==> config.mk <==
export PLATFORM = sky130hd
export DESIGN_NAME = fp_narrow_pack
export DESIGN_NICKNAME = d
export VERILOG_FILES = /design/src/rtl/fp_narrow_pack_pkg.sv /design/src/rtl/fp_pack_fifo.sv /design/src/rtl/fp_narrow_pack.sv
export SDC_FILE = /design/constraint.sdc
export NUM_CORES = 1
export LEC_CHECK = 0
export ABC_CLOCK_PERIOD_IN_PS = 12300
export CORE_UTILIZATION = 52
export DETAILED_ROUTE_END_ITERATION = 10
export MAX_ROUTING_LAYER = met4
export PLACE_DENSITY_LB_ADDON = 0.12
export SETUP_SLACK_MARGIN = 0.15
export SLEW_MARGIN = 20
export SYNTH_ARGS = -nofsm -noshare
export SYNTH_HDL_FRONTEND = slang
export SYNTH_SLANG_ARGS = --single-unit
==> constraint.sdc <==
create_clock -name clk_i -period 12.3 [get_ports clk_i]
set_input_delay 2.46 -clock clk_i [delete_from_list [all_inputs] [get_ports clk_i]]
set_output_delay 2.46 -clock clk_i [all_outputs]
set_load 0.01 [all_outputs]
==> src/rtl/fp_narrow_pack_pkg.sv <==
// Shared types for the FP narrowing packer: status flags, packed FIFO entry
// and the pairing state.
package fp_narrow_pack_pkg;

    localparam int PACK_ELEM_WIDTH = 32;
    localparam int PACK_DATA_WIDTH = 64;
    localparam int PACK_FIFO_DEPTH = 4;

    typedef struct packed {
        logic nv;
        logic dz;
        logic of;
        logic uf;
        logic nx;
    } fp_status_flags;

    typedef struct packed {
        logic [PACK_DATA_WIDTH-1:0] data;
        logic [1:0]                 mask;
        fp_status_flags             status;
    } pack_entry_t;

    typedef enum logic {
        LO_EMPTY = 1'b0,
        LO_HELD  = 1'b1
    } pack_state_t;

endpackage

==> src/rtl/fp_pack_fifo.sv <==
// Synchronous FIFO of packed words; the head entry is visible combinationally
// and reads as zero when the FIFO is empty.
module fp_pack_fifo
    import fp_narrow_pack_pkg::*;
#(
    parameter int DEPTH = PACK_FIFO_DEPTH
) (
    input  logic                     clk,
    input  logic                     rst,
    input  logic                     clr,
    input  logic                     push,
    input  pack_entry_t              wdata,
    input  logic                     pop,
    output pack_entry_t              head,
    output logic                     full,
    output logic                     empty,
    output logic [$clog2(DEPTH):0]   count
);

    localparam int AW = $clog2(DEPTH);

    pack_entry_t   mem_r [DEPTH];
    logic [AW-1:0] wr_ptr_r;
    logic [AW-1:0] rd_ptr_r;
    logic [AW:0]   count_r;
    logic          push_ok_s;
    logic          pop_ok_s;

    assign full      = (count_r == (AW+1)'(DEPTH));
    assign empty     = (count_r == (AW+1)'(0));
    assign count     = count_r;
    assign push_ok_s = push & ~full;
    assign pop_ok_s  = pop & ~empty;
    assign head      = empty ? pack_entry_t'(0) : mem_r[rd_ptr_r];

    // Storage, pointers and occupancy; clr empties the queue without touching storage.
    always_ff @(posedge clk or posedge rst) begin
        if (rst) begin
            for (int i = 0; i < DEPTH; i++) begin
                mem_r[i] <= '0;
            end
            wr_ptr_r <= '0;
            rd_ptr_r <= '0;
            count_r  <= '0;
        end else if (clr) begin
            wr_ptr_r <= '0;
            rd_ptr_r <= '0;
            count_r  <= '0;
        end else begin
            if (push_ok_s) begin
                mem_r[wr_ptr_r] <= wdata;
                wr_ptr_r        <= wr_ptr_r + AW'(1);
            end
            if (pop_ok_s) begin
                rd_ptr_r <= rd_ptr_r + AW'(1);
            end
            case ({push_ok_s, pop_ok_s})
                2'b10:   count_r <= count_r + (AW+1)'(1);
                2'b01:   count_r <= count_r - (AW+1)'(1);
                default: count_r <= count_r;
            endcase
        end
    end

endmodule

==> src/rtl/fp_narrow_pack.sv <==
// Pairs consecutive 32-bit narrowed results into 64-bit words with merged
// status flags and queues them for vector register writeback.
module fp_narrow_pack
    import fp_narrow_pack_pkg::*;
#(
    parameter int ELEM_WIDTH = PACK_ELEM_WIDTH,
    parameter int DATA_WIDTH = PACK_DATA_WIDTH,
    parameter int FIFO_DEPTH = PACK_FIFO_DEPTH
) (
    input  logic                  clk_i,
    input  logic                  rst_i,
    input  logic                  in_valid_i,
    input  logic [DATA_WIDTH-1:0] in_result_i,
    input  fp_status_flags        in_status_i,
    input  logic                  in_last_i,
    output logic                  in_ready_o,
    input  logic                  abort_i,
    output logic                  out_valid_o,
    output logic [DATA_WIDTH-1:0] out_data_o,
    output logic [1:0]            out_mask_o,
    output fp_status_flags        out_status_o,
    input  logic                  out_ready_i
);

    pack_state_t                 state_r;
    pack_state_t                 state_next_s;
    logic [ELEM_WIDTH-1:0]       hold_data_r;
    logic [ELEM_WIDTH-1:0]       hold_data_next_s;
    fp_status_flags              hold_status_r;
    fp_status_flags              hold_status_next_s;
    logic [ELEM_WIDTH-1:0]       elem_s;
    logic                        acc_s;
    logic                        push_s;
    logic                        pop_s;
    pack_entry_t                 push_entry_s;
    pack_entry_t                 head_s;
    logic                        fifo_full_s;
    logic                        fifo_empty_s;
    logic [$clog2(FIFO_DEPTH):0] fifo_count_s;
    logic                        unused_s;

    assign elem_s      = in_result_i[ELEM_WIDTH-1:0];
    assign unused_s    = ^{in_result_i[DATA_WIDTH-1:ELEM_WIDTH], fifo_count_s};
    // Held low throughout reset; otherwise purely the registered full flag.
    assign in_ready_o  = ~fifo_full_s & ~rst_i;
    assign acc_s       = in_valid_i & in_ready_o;
    assign out_valid_o = ~fifo_empty_s;
    assign pop_s       = out_valid_o & out_ready_i & ~abort_i;

    assign out_data_o   = head_s.data;
    assign out_mask_o   = head_s.mask;
    assign out_status_o = head_s.status;

    // Pairing FSM: decide what to hold and what completed word to push.
    always_comb begin
        state_next_s       = state_r;
        hold_data_next_s   = hold_data_r;
        hold_status_next_s = hold_status_r;
        push_s             = 1'b0;
        push_entry_s       = '0;
        if (abort_i) begin
            state_next_s       = LO_EMPTY;
            hold_data_next_s   = '0;
            hold_status_next_s = '0;
        end else if (acc_s) begin
            case (state_r)
                LO_EMPTY: begin
                    if (in_last_i) begin
                        push_s              = 1'b1;
                        push_entry_s.data   = {{(DATA_WIDTH-ELEM_WIDTH){1'b0}}, elem_s};
                        push_entry_s.mask   = 2'b01;
                        push_entry_s.status = in_status_i;
                    end else begin
                        hold_data_next_s   = elem_s;
                        hold_status_next_s = in_status_i;
                        state_next_s       = LO_HELD;
                    end
                end
                LO_HELD: begin
                    push_s              = 1'b1;
                    push_entry_s.data   = {elem_s, hold_data_r};
                    push_entry_s.mask   = 2'b11;
                    push_entry_s.status = hold_status_r | in_status_i;
                    hold_data_next_s    = '0;
                    hold_status_next_s  = '0;
                    state_next_s        = LO_EMPTY;
                end
                default: begin
                    state_next_s = LO_EMPTY;
                end
            endcase
        end else begin
            state_next_s = state_r;
        end
    end

    // Pairing state and holding register.
    always_ff @(posedge clk_i or posedge rst_i) begin
        if (rst_i) begin
            state_r       <= LO_EMPTY;
            hold_data_r   <= '0;
            hold_status_r <= '0;
        end else begin
            state_r       <= state_next_s;
            hold_data_r   <= hold_data_next_s;
            hold_status_r <= hold_status_next_s;
        end
    end

    fp_pack_fifo #(
        .DEPTH (FIFO_DEPTH)
    ) u_fifo (
        .clk   (clk_i),
        .rst   (rst_i),
        .clr   (abort_i),
        .push  (push_s),
        .wdata (push_entry_s),
        .pop   (pop_s),
        .head  (head_s),
        .full  (fifo_full_s),
        .empty (fifo_empty_s),
        .count (fifo_count_s)
    );

endmodule

; ---- Yosys cells after proc, flatten, opt, wreduce, memory -nomap -nowiden
; Cells that the tools add are included.
[word_totals]
reg_bits = 329
elab_cells = 104
[classes]
bitwise_logic = 14
eq_ne = 4
mux = 33
n_reduce_logical = 8
add_sub_neg = 4
order_cmp = 3
[op_table]
columns = operator, count
row1 = 2-to-1 mux 71 bit, 6
row2 = bitwise mux 284 bit, 1
row3 = binary-select mux 71 bit (select 2 bit), 1
row4 = demux 71 bit (select 2 bit), 1
row5 = case mux 71 bit (2 select lines), 1
row6 = 2-to-1 mux 32 bit, 3
row7 = case mux 32 bit (2 select lines), 1
row8 = 2-to-1 mux 39 bit, 1
row9 = 2-to-1 mux 5 bit, 3
row10 = case mux 5 bit (2 select lines), 1
row11 = 2-to-1 mux 2 bit, 4
row12 = AND 1 bit, 6
row13 = "greater-or-equal comparator 3 bit, second input constant", 2
row14 = 2-to-1 mux 1 bit, 6
row15 = inverter 2 -> 3 bit, 2
row16 = case mux 3 bit (2 select lines), 1
row17 = nonzero test 2 bit, 3
row18 = inverter 1 bit, 5
row19 = OR 5 bit, 1
row20 = "adder 2 x 1 -> 2 bit, second input constant", 2
row21 = case mux 1 bit (2 select lines), 2
row22 = AND reduction 2 bit, 2
row23 = "adder 3 x 1 -> 3 bit, second input constant", 1
row24 = "== test 3 bit, second input constant", 1
row25 = other kinds (9), 9

; ---- Longest topological paths before layout
; Gate-level depths: netlist (run 1).
[logic_depth]
ltp_word = 10
ltp_mapped = 8

; ---- Cells and area by module
; Synthesis (run 1) repeated with hierarchy kept, for this count alone.
[hier_totals]
hier_cells = 1010
area_unflattened_um2 = 15443.6
[by_module_without_submodules]
columns = mod, cells_each, area_each_um2, n_inst
row1 = fp_pack_fifo, 827, 13444.1, 1
row2 = fp_narrow_pack, 183, 1999.4, 1

; ---- Worst setup path after synthesis (run 1)
; No wires, ideal clock.
[synth_timing]
path_kind = input -> register
from = input port rst_i
to = register hold_data_r[0]
path_stages = 5
path_buffers = 1
setup_slack_ns = 0.998
required_ns = 12.235
t_arrival_ns = 11.237
cell_sequence = inv_1 and3_4 nor3b_4 buf_2 a22o_1
[synth_via]
elab_chain_cells = 5
[synth_rtl]
columns = element, line_no
row1 = "start, declared", fp_narrow_pack.sv:11  ; input logic rst_i,
row2 = inverter 1 bit, fp_narrow_pack.sv:45  ; assign in_ready_o = ~fifo_full_s & ~rst_i;
row3 = AND 1 bit, fp_narrow_pack.sv:45
row4 = AND 1 bit, fp_narrow_pack.sv:46  ; assign acc_s = in_valid_i & in_ready_o;
row5 = nonzero test 2 bit (no line), n/a
row6 = AND reduction 2 bit (no line), n/a
row7 = "end signal, assigned", fp_narrow_pack.sv:105  ; hold_data_r <= hold_data_next_s;
row8 = "end, declared", fp_narrow_pack.sv:27  ; logic [ELEM_WIDTH-1:0] hold_data_r;
; No other way between the ends.
; A chain may end at the register's enable or synchronous reset.

; ---- Worst setup path in the final report (run 1)
[layout_timing]
from = input port rst_i
to = output port in_ready_o
[layout_via]
elab_chain_cells = 2
[layout_rtl]
columns = element, line_no
row1 = inverter 1 bit, fp_narrow_pack.sv:45
row2 = AND 1 bit, fp_narrow_pack.sv:45
row3 = "end, declared", fp_narrow_pack.sv:16  ; output logic in_ready_o,
; No other way between the ends.

==> results of run 1 <==
-- worst max-delay path: stages --
cell and delay (ps):
clkdlybuf4s50_1 580, nor2_1 170, clkdlybuf4s50_1 540
-- registers in the layout (all words and copies together) (netlist names) --
signal	cells
u_fifo.rd_ptr_r	2
u_fifo.count	3
u_fifo.mem_r	284
hold_status_r	5
u_fifo.wr_ptr_r	2
hold_data_r	32
state_r	1
-- power groups by stage --
stage,sequential [µW],clock [µW],combinational [µW]
3_3_place_gp,1180,0,334
2_1_floorplan,1150,0,243
3_5_place_dp,1180,0,339
4_1_cts,1160,1140,340
5_1_grt,1170,1190,364
6_report,1160,1130,331
-- final timing paths --
check                                  start                  to  slack (ps)
setup reg to reg                     state_r    u_fifo.mem_r[89]        9220
hold / removal             u_fifo.mem_r[147]   u_fifo.mem_r[147]         470
hold reg to reg            u_fifo.mem_r[147]   u_fifo.mem_r[147]         470
min in group asynchronous              rst_i   u_fifo.mem_r[258]        2630
max in group asynchronous              rst_i  u_fifo.rd_ptr_r[1]        8210
setup / recovery                       rst_i          in_ready_o        6090
-- layout make-up --
cell class	instances	area [µm²]	area share, %
antenna	2	5.00	0.0285
clock buffer	50	1080	6.13
clock inverter	12	176	1.01
inverter	4	27.5	0.157
multi-input combinational	802	6250	35.6
sequential	329	8240	47.0
tap	378	473	2.70
timing repair buffer	131	1290	7.36
-- cell families (layout without fill, tap and decap cells) --
group           Yosys count  after routing  share of synthesized area, %
simple gates            358            358                          11.4
fa+ha+maj                 5              5                         0.470
xor+xnor                  2              2                         0.118
flops                   329            329                          55.2
buf+inv                 101            197                          3.16
other cells               0              2                             0
mux                     203            203                          20.7
compound gates          234            234                          8.96
-- per-layer routing --
metal	up-vias	part of all wire, %	global-route usage, %
met1	5012	46	36.8
met4	0	1.6	6.48
met5	-	0	-
li1	4494	-	-
met3	44	4.3	3.29
met2	232	48	39.0
-- layout by cell type (no fill, tap or decap), types with 2 or more instances in the layout --
cell type / instances
dfrtp_1: 327
nand2_1: 219
o21ai_0: 136
mux2_2: 130
clkdlybuf4s50_1: 115
mux4_2: 71
and2_1: 71
a21oi_1: 38
clkbuf_16: 38
a22o_1: 37
nand3_1: 34
o21ai_1: 16
buf_4: 15
clkbuf_8: 8
nor2_1: 7
nand2b_1: 6
clkinv_2: 5
nand4_4: 4
ha_1: 4
clkbuf_1: 4
bufinv_16: 4
o31ai_1: 3
diode_2: 2
or3b_1: 2
inv_1: 2
nor3_2: 2
xor2_1: 2
clkinv_8: 2
nor2b_1: 2
a31oi_1: 2
mux2i_1: 2
clkinvlp_4: 2
dfrtp_4: 2
-- stage by stage --
| step | util [%] | hold WS [ps] |
|---|---|---|
| 5_1_grt | 62.6 | 488 |
| 6_report | 62.6 | 467 |
| 2_1_floorplan | - | 429 |
| 3_3_place_gp | 58.0 | 447 |
| 4_1_cts | 62.5 | 470 |
| 3_5_place_dp | 58.0 | 455 |
==> key figures, run 1 <==
Min path
  – Hold WC Path Type: reg2reg
  – Worst Hold Path Cells: 1

Clock network
  – CTS Buffer Depth: 3
  – Hold_buf cts: 0
  – Worst-path clk slew: 60 ps
  – Post-cts resize count: 0
  – CTS sink count: 329
  – Insertion delay to the later sink of the worst-skew pair: 520 ps
  – H-tree depth: 2
  – CTS tree: yes
  – TritonCTS Buffers: 36
  – Clock Tree Root: clkbuf_16
  – Setup Buffers After CTS: 0

STA
  – Worst Skew: 21.6 ps
  – FMAX: 0.161 GHz
  – Worst slew margin: 31.2%
  – Period minus WS final: 6210 ps
  – Final setup margin: 6090 ps
  – Final setup vio count: 0
  – Final max-slew violation count: 0
  – Tcrit/Tclk final: 50.5%
  – RSZ-0062 raised after global routing: false
  – Sum Neg Setup Slack: 0 ps
  – Worst-margin pin slew: 1030 ps
  – Final Hold Vio Count: 0

Pwr
  – Peak VDD IR: 0.000116 V
  – Clk pwr share: 43.0%
  – Psw: 659 µW
  – Combinational Power Share: 12.6%
  – Pwr Density: 149 mW/mm²
  – Seq pwr share: 44.4%
  – Lkg Pwr: 0.00774 µW
  – Post-layout total power: 2620 µW
  – Sw frac: 25.2%
  – Internal power: 1960 µW

Yosys
  – Synth top area cells: dfrtp_1, mux4_2, mux2_2, nand2_1, o21ai_0
  – Main flop type after synthesis: dfrtp_1
  – Asr flop ratio synth: 100%
  – Synthesized cell area: 0.0149 mm²
  – Post-Synthesis Cells: 1232
  – Unique cell type count in the Yosys netlist: 39
  – Yosys warns: 0
  – #FFs+latches synth: 329
  – EDFF count, synth: 0
  – Mean Syn Cell Area: 12.1 µm²
  – Most frequent cells after synthesis: dfrtp_1, nand2_1, o21ai_0
  – Cell with the most instances after synthesis: dfrtp_1
  – Synth Net Count: 1312
  – Synth area leader: dfrtp_1
  – Top-area cell type share of the netlist area: 55.2%
  – Post-synthesis sequential area ratio: 55.2%

Placement
  – Gpl congestion: 0.781
  – Inst Count DP: 1643
  – Input/output buffers: 115
  – Placed cell area: 0.0163 mm²
  – Pre-CTS setup slack: 6010 ps
  – DP Wirelength: 20300 µm

GRT
  – Vias in the first global route: 9937
  – Antenna violations before repair: 0
  – First-pass GRT wire length: 56100 µm
  – Pin count of the biggest net entering global routing: 153
  – Gr usage total: 25.6%
  – Remaining Overflow, GRT: 0

Routing
  – Drt drc: 0
  – Total length of routed wires: 34500 µm
  – DRT Pass-1 Iters: 5
  – Routed len/inst: 20.2 µm
  – Vias: 9782
  – DR iter-0 viols: 746
  – Post-DRT Antenna Nets: 0
  – Routed vias/inst: 5.73

Setup path
  – Critical path class: in2out
  – Worst setup SP type: primary input
  – Max FO, Critical Path: 4
  – Critical path capture point type: output pin
  – Worst path arrival time: 3750 ps
  – R2R cell count: 4
  – Req. time, crit path: 9840 ps

Final layout
  – Area Overhead vs Synth: 17.7%
  – Post-Layout Cell Count: 1708
  – Nets: 1384
  – # fillers: 2227
  – Layout cells sized above 1: 21.9%
  – Finished layout cell area: 0.0175 mm²

Floorplanning
  – Row cnt: 61
  – Die height: 171 µm
  – Initial Util: 53.2%
  – Core area: 0.0280 mm²
  – Die area: 0.0293 mm²
  – Die Width: 171 µm
  – Top Ports: 148

Run status
  – Status: finished, final reports clean

Flow run
  – Max_cap viols: 0
(Power assumes the default switching activity.)
==> run 2: changes to the inputs <==
--- a/config.mk
+++ b/config.mk
@@ -5,7 +5,7 @@
 export SDC_FILE = /design/constraint.sdc
 export NUM_CORES = 1
 export LEC_CHECK = 0
-export ABC_CLOCK_PERIOD_IN_PS = 12300
+export ABC_CLOCK_PERIOD_IN_PS = 5100
 export CORE_UTILIZATION = 52
 export DETAILED_ROUTE_END_ITERATION = 10
 export MAX_ROUTING_LAYER = met4
==> constraint.sdc (replaced) <==
create_clock -name clk_i -period 5.1 [get_ports clk_i]
set_input_delay 1.02 -clock clk_i [delete_from_list [all_inputs] [get_ports clk_i]]
set_output_delay 1.02 -clock clk_i [all_outputs]
set_load 0.01 [all_outputs]
==> run 2 against run 1 <==
  * Via count increased by 0.63%
  * Critical path depth increased by 1
  * Sequential share of layout area increased by 0.084 points
  * Sequential power increased by 140%
  * Utilization decreased by 0.11 points
  * Clock-buffer cell count shrank 1
  * Clock power grew 120%
  * First-iteration DRC count up 1.7%
  * Non-clock buffer count is 7 higher
  * Wire length shrank 0.60%
  * Register-to-register slack worse by 6800 ps
  * Largest power group unchanged
==> key figures, run 2 (synthesis results as in run 1) <==
Run status
  – Status: finished, final reports clean

Placement
  – DP Wirelength: 20500 µm
  – Gpl congestion: 0.781
  – Pre-CTS setup slack: 1160 ps
  – Input/output buffers: 115

Setup path
  – Critical path's largest stage delay: 930 ps
  – Req. time, crit path: 4080 ps
  – Crit path from: u_fifo.count[0]
  – Worst path arrival time: 3000 ps
  – Worst reg2reg path startpoint: u_fifo.count[0]
  – Critical path's top delay family: simple AND/OR/NAND/NOR gates
  – Max FO, Critical Path: 49
  – Slowest cell on crit path: or3_2
  – Critical path class: reg2out
  – Worst-path cell chain: or3_2 > buf_4 > and2_1 > clkdlybuf4s50_1
  – Critical path capture point type: output pin
  – Worst setup SP type: register
  – Bufs and invs on worst path: 2

GRT
  – Pin count of the biggest net entering global routing: 171
  – Antenna violations before repair: 0
  – Gr usage total: 25.3%
  – Remaining Overflow, GRT: 0
  – First-pass GRT wire length: 55100 µm
  – Vias in the first global route: 9794

Pwr
  – Peak VDD IR: 0.000224 V
  – Pwr Density: 350 mW/mm²
  – Lkg Pwr: 0.00775 µW

Flow run
  – Max_cap viols: 0

Final layout
  – Largest Register: u_fifo.mem_r
  – Largest register FFs: 284
  – Most common cell after layout, fill and taps aside: dfrtp_1
  – Fin util: 62.5%
  – Commonest cells after routing, fill and taps aside: dfrtp_1, nand2_1, o21ai_0
  – Layout cells sized above 1: 22.2%
  – Largest registers: u_fifo.mem_r: 284 flops, hold_data_r: 32 flops, hold_status_r: 5 flops
  – Area Overhead vs Synth: 17.5%
  – Nets: 1391
  – # fillers: 2224

Clock network
  – CTS tree: yes
  – CTS sink count: 329
  – Setup Buffers After CTS: 0
  – Insertion delay to the later sink of the worst-skew pair: 520 ps
  – TritonCTS Buffers: 36
  – Worst-path clk slew: 60 ps
  – H-tree depth: 2
  – Hold_buf cts: 0
  – Post-cts resize count: 0
  – Clock Tree Root: clkbuf_16
  – CTS Buffer Depth: 3

STA
  – Worst-margin pin slew: 1010 ps
  – Final Hold Vio Count: 0
  – Worst slew margin: 32.4%
  – FMAX: 0.249 GHz
  – Period minus WS final: 4020 ps
  – RSZ-0062 raised after global routing: false
  – Final max-slew violation count: 0
  – Final hold slack: 461 ps
  – Final setup margin: 1080 ps
  – Worst Skew: 11.8 ps
  – Final setup vio count: 0
  – Tcrit/Tclk final: 78.9%

Routing
  – Routed len/inst: 20.0 µm
  – Total length of routed wires: 34300 µm
  – DR iter-0 viols: 759
  – DRT Pass-1 Iters: 5
  – Drt drc: 0
  – Post-DRT Antenna Nets: 0
  – Vias: 9844
  – Routed vias/inst: 5.74

Floorplanning
  – Row cnt: 61
  – Top Ports: 148
  – Die height: 171 µm
  – Die area: 0.0293 mm²
  – Initial Util: 53.2%
  – Die Width: 171 µm
  – Core area: 0.0280 mm²

Min path
  – Min-delay src: u_fifo.mem_r[218]
  – Hold WC Path Type: reg2reg
run 2: cell count changes in the layout (fill, tap and decap cells not counted), sizes merged:
cell and delta:
buf +7, clkinv +4, bufinv -2, inv +2
clkbuf -1, clkinvlp -1, diode -1
run 2: routing by layer:
metal	GRT usage [%]	vias up	routed length [µm]
met3	3.34	38	1500
met2	38.1	221	15900
met4	5.98	0	515
met5	-	-	0
li1	-	4517	-
met1	36.7	5068	16400
run 2: where the power goes:
| part | leakage [µW] | internal [µW] | switching [µW] |
|---|---|---|---|
| logic | 0.00260 | 355 | 486 |
| registers | 0.00456 | 2700 | 60.2 |
| clock network | 0.000581 | 1510 | 1030 |
run 2: final timing paths:
path / endpoint / slack (ps) / depth (start not counted)
max: out_data_o[13] / 1080 / 4
max in group asynchronous: u_fifo.mem_r[271] / 2610 / 4
min: u_fifo.mem_r[218] / 460 / 1
max reg2reg: u_fifo.mem_r[156] / 2430 / 4
min in group asynchronous: u_fifo.wr_ptr_r[1] / 1160 / 3
min reg2reg: u_fifo.mem_r[218] / 460 / 1
run 2: worst register-to-register path: stages (launching register included):
cell and delay (ps):
dfrtp_1 460, or3b_1 650, nand4_4 200, buf_4 770
mux2_2 480
run 2: cell type report:
class | count | area, µm² | area share, %
clock inverters | 15 | 133 | 0.757
flip-flops and latches | 329 | 8240 | 47.1
inverters | 4 | 18.8 | 0.107
multi-input cells | 802 | 6250 | 35.7
clock buffers | 49 | 1020 | 5.83
repair buffers | 138 | 1370 | 7.85
diodes | 1 | 2.50 | 0.0143
well taps | 378 | 473 | 2.70
run 2: stage by stage:
step           total power, µW  setup TNS [ps]  cell area [µm²]  std cells
2_1_floorplan             3370         -186720            14900       1232
3_3_place_gp              3660               0            16400       1651
3_5_place_dp              3670               0            16400       1651
4_1_cts                   6210               0            17500       1715
5_1_grt                   6400               0            17500       1715
6_report                  6140               0            17500       1716
